<file path="src/rtl/joker_cmd_dispatch.sv">
// EP2 OUT command dispatcher: fetches the command byte of each received packet,
// hands it to the sub-blocks, commits their EP1 IN reply and re-arms EP2 OUT.
module joker_cmd_dispatch #(
  parameter logic [23:0] TIMEOUT_CYCLES = 24'd12000000,
  parameter logic [7:0]  CMD_MAX        = 8'h3F
) (
  input  logic        clk,
  input  logic        reset,
  input  logic        buf_out_hasdata,
  input  logic [9:0]  buf_out_len,
  input  logic [7:0]  buf_out_q,
  output logic [10:0] disp_addr,
  output logic        addr_own,
  output logic        buf_out_arm,
  input  logic        buf_out_arm_ack,
  output logic [7:0]  j_cmd,
  input  logic        sub_ack,
  input  logic [10:0] sub_commit_len,
  input  logic        usb_in_ready,
  output logic        usb_in_commit,
  input  logic        usb_in_commit_ack,
  output logic [10:0] usb_in_commit_len,
  output logic [1:0]  err_code,
  output logic [7:0]  err_cnt
);

  typedef enum logic [2:0] {
    ST_ARM, ST_IDLE, ST_FETCH, ST_DECODE, ST_DISPATCH, ST_RELEASE, ST_COMMIT, ST_COMMIT_WAIT
  } state_t;

  typedef enum logic [1:0] {
    ERR_NONE, ERR_EMPTY, ERR_BAD_CMD, ERR_TIMEOUT
  } err_e;

  state_t      state, state_d;
  logic [23:0] cnt, cnt_d;
  logic [7:0]  cmd, cmd_d;
  logic [10:0] commit_len_d;
  logic        err_set;
  err_e        err_val;
  logic [7:0]  j_cmd_d;
  logic        addr_own_d, arm_d, commit_d;

  // Only the command byte at offset 0 is ever read by the dispatcher.
  assign disp_addr = 11'd0;

  // State and registered outputs. Outputs are computed from the next state so
  // they change on the same edge as the state and are all quiet while in reset.
  // NOTE: sequential state uses non-blocking assignments so every register
  // samples pre-edge values regardless of statement order.
  always_ff @(posedge clk) begin
    if (reset) begin
      state             <= ST_ARM;
      cnt               <= '0;
      cmd               <= '0;
      j_cmd             <= '0;
      addr_own          <= 1'b1;
      buf_out_arm       <= 1'b0;
      usb_in_commit     <= 1'b0;
      usb_in_commit_len <= '0;
      err_code          <= '0;
      err_cnt           <= '0;
    end else begin
      state             <= state_d;
      cnt               <= cnt_d;
      cmd               <= cmd_d;
      j_cmd             <= j_cmd_d;
      addr_own          <= addr_own_d;
      buf_out_arm       <= arm_d;
      usb_in_commit     <= commit_d;
      usb_in_commit_len <= commit_len_d;
      if (err_set) begin
        err_code <= err_val;
        if (err_cnt != 8'hFF) err_cnt <= err_cnt + 8'd1;
      end
    end
  end

  // Next-state logic.
  always_comb begin
    // NOTE: every variable gets a default before the case so no path can
    // leave one unassigned and infer a latch.
    state_d      = state;
    cnt_d        = cnt;
    cmd_d        = cmd;
    commit_len_d = usb_in_commit_len;
    err_set      = 1'b0;
    err_val      = ERR_NONE;
    case (state)
      ST_ARM: begin
        if (buf_out_arm && buf_out_arm_ack) state_d = ST_IDLE;
      end
      ST_IDLE: begin
        if (buf_out_hasdata) begin
          state_d = ST_FETCH;
          cnt_d   = '0;
        end
      end
      ST_FETCH: begin
        // Address 0 has been on the bus since IDLE; two cycles cover RAM latency.
        if (cnt == 24'd1) begin
          cmd_d   = buf_out_q;
          state_d = ST_DECODE;
        end else begin
          cnt_d = cnt + 24'd1;
        end
      end
      ST_DECODE: begin
        if (buf_out_len == 10'd0) begin
          err_set = 1'b1;
          err_val = ERR_EMPTY;
          state_d = ST_ARM;
        end else if (cmd == 8'd0 || cmd > CMD_MAX) begin
          err_set = 1'b1;
          err_val = ERR_BAD_CMD;
          state_d = ST_ARM;
        end else begin
          cnt_d   = '0;
          state_d = ST_DISPATCH;
        end
      end
      ST_DISPATCH: begin
        if (sub_ack) begin
          commit_len_d = sub_commit_len;
          state_d      = ST_RELEASE;
        end else if (cnt == TIMEOUT_CYCLES - 24'd1) begin
          err_set = 1'b1;
          err_val = ERR_TIMEOUT;
          state_d = ST_ARM;
        end else begin
          cnt_d = cnt + 24'd1;
        end
      end
      ST_RELEASE: begin
        if (!sub_ack) state_d = (usb_in_commit_len == 11'd0) ? ST_ARM : ST_COMMIT;
      end
      ST_COMMIT: begin
        if (usb_in_ready) state_d = ST_COMMIT_WAIT;
      end
      ST_COMMIT_WAIT: begin
        if (usb_in_commit_ack) state_d = ST_ARM;
      end
      default: state_d = ST_ARM;
    endcase
  end

  // Output decode of the upcoming state.
  always_comb begin
    j_cmd_d    = (state_d == ST_DISPATCH) ? cmd_d : 8'd0;
    addr_own_d = !(state_d == ST_DISPATCH || state_d == ST_RELEASE);
    arm_d      = (state_d == ST_ARM);
    commit_d   = (state_d == ST_COMMIT_WAIT);
  end

endmodule

</file>
<file path="config.mk">
export PLATFORM = sky130hd
export DESIGN_NAME = joker_cmd_dispatch
export DESIGN_NICKNAME = d
export VERILOG_FILES = /design/src/rtl/joker_cmd_dispatch.sv
export SDC_FILE = /design/constraint.sdc
export NUM_CORES = 1
export LEC_CHECK = 0
export CAP_MARGIN = 25
export CORE_ASPECT_RATIO = 0.8
export CORE_MARGIN = 2
export CORE_UTILIZATION = 30
export DETAILED_ROUTE_END_ITERATION = 16
export GPL_ROUTABILITY_DRIVEN = 1
export PLACE_DENSITY = 0.63
export SLEW_MARGIN = 20
export SYNTH_ARGS = -nofsm -noshare
export SYNTH_HDL_FRONTEND = slang
export SYNTH_SLANG_ARGS = --single-unit
</file>
<file path="constraint.sdc">
create_clock -name clk -period 2.6 [get_ports clk]
set_input_delay 0.65 -clock clk [delete_from_list [all_inputs] [get_ports clk]]
set_output_delay 0.65 -clock clk [all_outputs]
set_load 0.01 [all_outputs]
</file>
== After elaboration in Yosys (flattened, before gate mapping) ==
Cells that the tools add are included.

* Reduce and logical (&&, ||, !) cells: 14
* Muxes and demuxes: 31
* Magnitude comparators: 1
* Bitwise gates (word level): 1
* Add/sub/neg operators: 2
* Eq/ne operators: 19

{| class="wikitable"
|+ Operators with widths
! cell !! count
|-
| $mux W24 || 6
|-
| $pmux W24 S4 || 1
|-
| $mux W3 || 11
|-
| $add A24 B1 Y24 const B || 1
|-
| $eq A24 B1 Y1 const B || 1
|-
| $eq A24 B24 Y1 const B || 1
|-
| $pmux W3 S8 || 1
|-
| $eq A3 B3 Y1 const B || 7
|-
| $mux W8 || 2
|-
| $ne A2 B2 Y1 const B || 6
|-
| $logic_not A11 Y1 || 1
|-
| $logic_not A10 Y1 || 1
|-
| $add A8 B1 Y8 const B || 1
|-
| $gt A8 B6 Y1 const B || 1
|-
| $logic_not A8 Y1 || 1
|-
| $mux W2 || 4
|-
| $ne A8 B8 Y1 const B || 1
|-
| $reduce_and A7 Y1 || 1
|-
| $eq A3 B2 Y1 const B || 2
|-
| $logic_not A3 Y1 || 2
|-
| $mux W1 || 4
|-
| $pmux W2 S2 || 1
|-
| $reduce_and A2 Y1 || 2
|-
| $reduce_bool A4 Y1 || 1
|-
| 7 further kinds || 8
|}

* Word-level logic and storage cells: 78
* Bits in registers: 67
* Input bits: 36
* Output and inout bits: 43

== Depth between registers and ports, before layout ==
Gate-level depths: netlist (run 1).

* Word-level depth: 8
* Mapped depth: 8
* Mapped depth without buffers: 7

== Least setup slack after synthesis (run 1) ==
OpenSTA, ideal clock, no wires.

* Kind: in2reg
* From: in buf_out_len[5]
* To: reg cnt[4]
* Stages: 7
* Path buffers: 2
* Required time: 2.529 ns
* Slack: 0.115 ns
* Setup time: 0.071 ns
* Arrival: 2.414 ns
* Path through: nor4_1 -> a41oi_1 -> o311ai_2 -> clkbuf_1 -> clkbuf_1 -> o21ai_0 -> a21oi_1

* Word-level cells in the longest chain between the ends: 3

{| class="wikitable"
|+ Ends and longest elaborated chain
! item !! RTL line !! RTL
|-
| from (decl) || 10 || <nowiki>input logic [9:0] buf_out_len,</nowiki>
|-
| $logic_not A10 Y1 || 109 || <nowiki>if (buf_out_len == 10'd0) begin</nowiki>
|-
| $ne A2 B2 Y1 (no line) || n/a ||
|-
| $reduce_and A7 Y1 (no line) || n/a ||
|-
| to (signal assigned) || 65 || <nowiki>cnt <= cnt_d;</nowiki>
|-
| to (decl) || 36 || <nowiki>logic [23:0] cnt, cnt_d;</nowiki>
|}

No other way between the ends.
A chain may end at the register's enable or synchronous reset.

== Worst setup path in the final report (run 1) ==
* From: in sub_ack
* To: reg cnt[8]

* Word-level cells in the longest chain between the ends: 2

{| class="wikitable"
|+ Ends and longest elaborated chain
! item !! RTL line !! RTL
|-
| from (decl) || 17 || <nowiki>input logic sub_ack,</nowiki>
|-
| $ne A2 B2 Y1 (no line) || n/a ||
|-
| $reduce_and A7 Y1 (no line) || n/a ||
|}

No other way between the ends.

==> metrics.csv, run 1 <==
metric,value,unit
tns,0,ns
crit_type,input pin to register,
routed_wirelength,9702,um
path_delay_family,simple AND/OR/NAND/NOR gates,
root_buffer,clkbuf_16,
instances_no_fill,651,
power_leakage,1.653,nW
antenna_left,0,
synth-edff-count,0,
drv_slew,0,
clk_pin_slew_worst_paths,0.05,ns
grt_antenna_before_repair,0,
synth_top_family_by_area,simple AND/OR/NAND/NOR gates,
dp.cells,635,
routedWlPerCell,14.90,um
worst-path-max-fanout,39,
synth_largest_area_cell,dfxtp_1,
clock_path_buffers,2,
crit_path_start_kind,input pin,
grt_pass1_wl,16040,um
hold_start,usb_in_commit_len[0],
synth_cell_types,54,
synthSimpleGateAreaFrac,0.2969,
critPathRequiredTime,2.87,ns
drc,0,
coreArea,10930,sq um
fin_area,4771,sq um
final_nets,541,
ir_drop,0.3335,mV
synth-xor-area-share,0,
synth_fa_ha_area_frac,0.01107,
dpl.hpwl,7052,um
path_buf_inv,2,
routabilityCongestion,0.7881,
start_util,0.3103,
numCtsBuffers,9,
reg2reg_depth,6,
status,finished clean,
crit_path_start,sub_ack,
grt_util_all_layers,0.1662,
yosys.area.top_type_share,0.3954,
syn_to_final_growth,40.65,%
synth.yosys.seq_area_share,0.3954,
n_antenna_cell,0,
maxCapViolCount,0,
yosysMostFrequentCell,dfxtp_1,
die_h,99.11,um
async_flop_share,0,
synth_area_per_cell,8.293,sq um
synthCells,409,
finalCritPeriodShare,0.9776,
cpMaxStageDelayCell,or4b_1,
endpoint,cnt[8],
drive_gt1_frac,0.1479,
dpl_cell_area,4404,sq um
die_x,122.9,um
port_buffers,67,
synth_warnings,0,
cts.sinks,67,
hold_slack,0.4780,ns
fmax,393.4,MHz
die_area,12180,sq um
grt_pass1_vias,3315,
worstPathArrival,2.81,ns
hold_violations,0,
powerDensity,572.0,nW/um^2
drtPass1Iterations,5,
synth_common_cells,"dfxtp_1 (67), nand2_1 (46), a21oi_1 (41)",
ys_ff_latch,67,
grt_max_degree,40,
cts_hold_buf,0,
setup_viol,0,
hold_class,register to register,
drt_iter0_markers,243,
fin_crit,2.542,ns
cp-end-kind,register,
p_total,2.729,mW
cts_tree,built,
rsz0062_at_grt,no,
r2r-start,cnt[0],
slew-limit-headroom,0.5877,
r2r-end,err_cnt[0],
htree_levels,3,
cp.depth,7,
netlist_area,3392,sq um
synth_flop_cell,dfxtp_1,
insertion_delay,0.34,ns
pin_count,79,
via_per_inst,5.263,
synth-compound-area-share,0.1855,
synthMuxAreaShare,0.04316,
finalClockSkew,0.006207,ns
synthTopCellsByArea,"dfxtp_1 (40%), a21oi_1 (6.0%), nand2_1 (5.1%)",
cp_slowest_stage_delay,0.54,ns
grt-ovfl-total,0,
r2r_slack,0.17,ns
vias,3426,
rows,34,
whs_path_depth,2,
tightest_slew,0.6147,ns
crit_chain,clkdlybuf4s50_1 -> or4b_1 -> o21ai_2 -> o311ai_4 -> buf_12 -> or4_1 -> a21oi_2,
==> sequential cells by signal, indices dropped and copies added, names as in the netlist <==
signal / count
err_code: 2
addr_own: 1
j_cmd: 8
cnt: 24
err_cnt: 8
cmd: 8
state: 3
usb_in_commit: 1
buf_out_arm: 1
usb_in_commit_len: 11
==> cell usage in the layout (no fill, tap or decap), drive strengths merged, types with 8 or more instances in the layout <==
cell type and instances:
dfxtp 67, clkdlybuf4s50 67, o31ai 22, nand3 17, mux2i 9, o21ai 10
clkbuf 10, nor3 15, nor2b 8, or4 19, nor4 14, a21oi 41
conb 11, nand2 46, nor2 25, inv 8, nand4 13, buf 39
==> repair_timing <==
item	4_1_cts	5_1_grt
pin swaps	0	0
endpoints found under the setup margin	1	5
setup buffers	0	0
cloned	0	0
resized for setup	1	3
hold endpoints to repair	0	0
==> power by group <==
| group | leakage (nW) | internal (mW) | switching, mW |
|---|---|---|---|
| registers | 0.540 | 1.04 | 0.00905 |
| clock network | 0.173 | 0.964 | 0.466 |
| logic | 0.940 | 0.128 | 0.125 |
| total | 1.65 | 2.13 | 0.601 |
==> per-layer routing <==
metal	wire [um]	global-route usage	up-vias
li1	-	-	1704
met1	4558	0.2238	1619
met2	4389	0.2503	92
met3	604	0.05390	11
met4	149	0.05570	0
met5	0	0	-
==> worst min path at each step <==
stage	end
2_1_floorplan	cnt[13]
3_3_place_gp	usb_in_commit_len[0]
3_5_place_dp	usb_in_commit_len[7]
4_1_cts	usb_in_commit_len[0]
5_1_grt	usb_in_commit_len[0]
6_report	usb_in_commit_len[0]
==> per-stage QoR <==
stage	setup WS [ns]	utilization
global route	0.002442	0.4364
CTS	0.08028	0.4353
floorplan	0.1151	-
detailed placement	-0.3326	0.4028
global placement	-0.2372	0.4028
finish	0.05831	0.4364
==> cell type report <==
class	count	area, sq um
Timing Repair Buffer	106	975.9
Multi-Input combinational cell	310	1892
Fill cell	1035	6162
Tap cell	144	180.2
Sequential cell	67	1341
Clock inverter	6	112.6
Clock buffer	10	239.0
Inverter	8	30.03
==> worst min-delay path: stages (launching register included) <==
cell and delay [ns]:
dfxtp_1 0.32, nand2_1 0.06, a21oi_1 0.05
==> cell families after synthesis <==
group / count (synthesis)
DFF: 67
buffers and inverters: 42
and+or+nand+nor: 185
AOI/OAI and AO/OA: 97
muxes: 14
other: 1
adders and majority gates: 3
Power figures use the tool's default switching activity.
==> run 2, diff against run 1 <==
Settings changed: CORE_ASPECT_RATIO 0.8 to default.
==> metrics.csv, run 2 (same netlist as run 1, synthesis figures left out) <==
metric,value,unit,change
syn_to_final_growth,42.68,%,was 40.65%
multi_input_area,1919,sq um,was 1892 sq um
fill_cells,1086,,"was 1,035"
grt_pass1_wl,14910,um,"was 16,040 um"
r2r_slack,0.12,ns,was 0.17 ns
cts_tree,built,,unchanged
dpl.hpwl,6875,um,was 7052 um
drc,0,,unchanged
critPathRequiredTime,2.86,ns,was 2.87 ns
htree_levels,3,,unchanged
grt_pass1_vias,3165,,"was 3,315"
numCtsBuffers,9,,unchanged
tightest_slew,0.6282,ns,was 0.6147 ns
most-common-layout-cells,"dfxtp_1 (67), clkdlybuf4s50_1 (67), nand2_1 (46), a21oi_1 (37), buf_4 (36)",,"was dfxtp_1 (67), clkdlybuf4s50_1 (67), nand2_1 (46), a21oi_1 (40), buf_4 (38)"
start_util,0.3102,,was 0.3103
routedWlPerCell,14.76,um,was 14.90 um
ir_drop,0.3181,mV,was 0.3335 mV
drive_gt1_frac,0.1591,,was 0.1479
hold_violations,0,,unchanged
clk_pin_slew_worst_paths,0.06,ns,was 0.05 ns
seq_area,1341,sq um,unchanged
maxCapViolCount,0,,unchanged
drv_slew,0,,unchanged
finalCritPeriodShare,0.9913,,was 0.9776
routabilityCongestion,0.8820,,was 0.7881
largest_reg_flops,24,,unchanged
top_regs,"cnt: 24 flops, usb_in_commit_len: 11 flops",,unchanged
worstPathArrival,2.83,ns,was 2.81 ns
status,finished clean,,unchanged
cts.sinks,67,,unchanged
hold_start,usb_in_commit_len[8],,was usb_in_commit_len[0]
root_buffer,clkbuf_16,,unchanged
port_buffers,67,,unchanged
antenna_left,0,,unchanged
grt_util_all_layers,0.1545,,was 0.1662
cts_hold_buf,0,,unchanged
fin_crit,2.577,ns,was 2.542 ns
worst-path-max-fanout,7,,was 39
pre_cts_ws,-0.5046,ns,was -0.3326 ns
setup_ws,0.02268,ns,was 0.05831 ns
r2r-start,cnt[0],,unchanged
clock_path_buffers,2,,unchanged
grt_max_degree,29,,was 40
die_h,110.3,um,was 99.11 um
cp-end-kind,register,,unchanged
setup_viol,0,,unchanged
drt_iter0_markers,161,,was 243
crit_type,input pin to register,,unchanged
powerDensity,550.2,nW/um^2,was 572.0 nW/um^2
grt_antenna_before_repair,0,,unchanged
fmax,388.0,MHz,was 393.4 MHz
coreArea,10940,sq um,"was 10,930 sq um"
die_area,12170,sq um,"was 12,180 sq um"
r2r-end,err_cnt[0],,unchanged
whs_path_depth,2,,unchanged
final_nets,543,,was 541
drtPass1Iterations,4,,was 5
reg2reg_depth,6,,unchanged
crit_path_start_kind,input pin,,unchanged
whs_endpoint,usb_in_commit_len[8],,was usb_in_commit_len[0]
grt-ovfl-total,0,,unchanged
vias,3438,,"was 3,426"
routed_wirelength,9581,um,was 9702 um
power_leakage,1.671,nW,was 1.653 nW
insertion_delay,0.33,ns,was 0.34 ns
finalClockSkew,0.007617,ns,was 0.006207 ns
pin_count,79,,unchanged
n_antenna_cell,0,,unchanged
slew-limit-headroom,0.5787,,was 0.5877
die_x,110.3,um,was 122.9 um
rows,38,,was 34
via_per_inst,5.297,,was 5.263
rsz0062_at_grt,yes,,was no
fin_util,0.4426,,was 0.4364
largest_register,cnt,,unchanged
hold_class,register to register,,unchanged
run 2: changes by cell type in the layout (fill, tap and decap cells not counted), moves of 2 or more:
| cell | previous run | this run |
|---|---|---|
| buf_4 | 38 | 36 |
| clkinvlp_4 | 0 | 2 |
| clkbuf_16 | 9 | 11 |
| a21oi_1 | 40 | 37 |
| a21oi_2 | 1 | 4 |
run 2: area by class of cell:
| class | count | share of cell area |
|---|---|---|
| Tap cell | 140 | 0.03619 |
| Sequential cell | 67 | 0.2771 |
| Timing Repair Buffer | 108 | 0.2161 |
| Inverter | 8 | 0.006205 |
| Clock buffer | 10 | 0.04938 |
| Clock inverter | 6 | 0.01836 |
| Multi-Input combinational cell | 310 | 0.3966 |
run 2: where the power goes:
| part | switching (mW) | internal [mW] | total (mW) |
|---|---|---|---|
| logic | 0.135 | 0.157 | 0.292 |
| registers | 0.00849 | 1.04 | 1.04 |
| clock network | 0.461 | 0.865 | 1.33 |
run 2: how the worst max path moves through the flow:
stage	end	start	cells after the start
5_1_grt	cnt[15]	sub_ack	8
6_report	cnt[22]	sub_ack	8
2_1_floorplan	cnt[4]	buf_out_len[5]	7
3_5_place_dp	cnt[13]	sub_ack	7
3_3_place_gp	cnt[13]	sub_ack	7
4_1_cts	cnt[8]	sub_ack	7
run 2: critical path, cell delays in order:
cell and delay [ns]:
clkdlybuf4s50_1 0.43, or4b_4 0.52, o21ai_4 0.09, o311ai_4 0.14, buf_4 0.21, clkbuf_16 0.15
or4_1 0.49, a21oi_1 0.15
run 2: timing repair:
| item | in CTS | in global routing |
|---|---|---|
| gates resized for setup | 3 | 8 |
| cloned | 0 | 2 |
| setup endpoints to repair | 20 | 13 |
| hold endpoints to repair | 0 | 0 |
| setup buffers | 0 | 4 |
| pin swaps | 0 | 2 |
run 2: layer usage:
metal / global-route usage / wire length [um] / vias up
li1: - / - / 1706
met1: 0.2021 / 4275 / 1618
met2: 0.2450 / 4664 / 100
met3: 0.03233 / 468 / 14
met4: 0.06875 / 172 / 0
met5: 0 / 0 / -
run 2: per-stage QoR:
stage / power [mW] / area [sq um] / cells / hold WS, ns / TNS (ns)
6_report: 2.663 / 4840 / 649 / 0.4728 / 0
5_1_grt: 2.756 / 4840 / 649 / 0.4970 / -0.09568
4_1_cts: 2.637 / 4713 / 643 / 0.4759 / 0
3_5_place_dp: 1.304 / 4369 / 627 / 0.4678 / -11.50
3_3_place_gp: 1.300 / 4369 / 627 / 0.4613 / -10.43
2_1_floorplan: 1.189 / 3430 / 419 / 0.4587 / 0
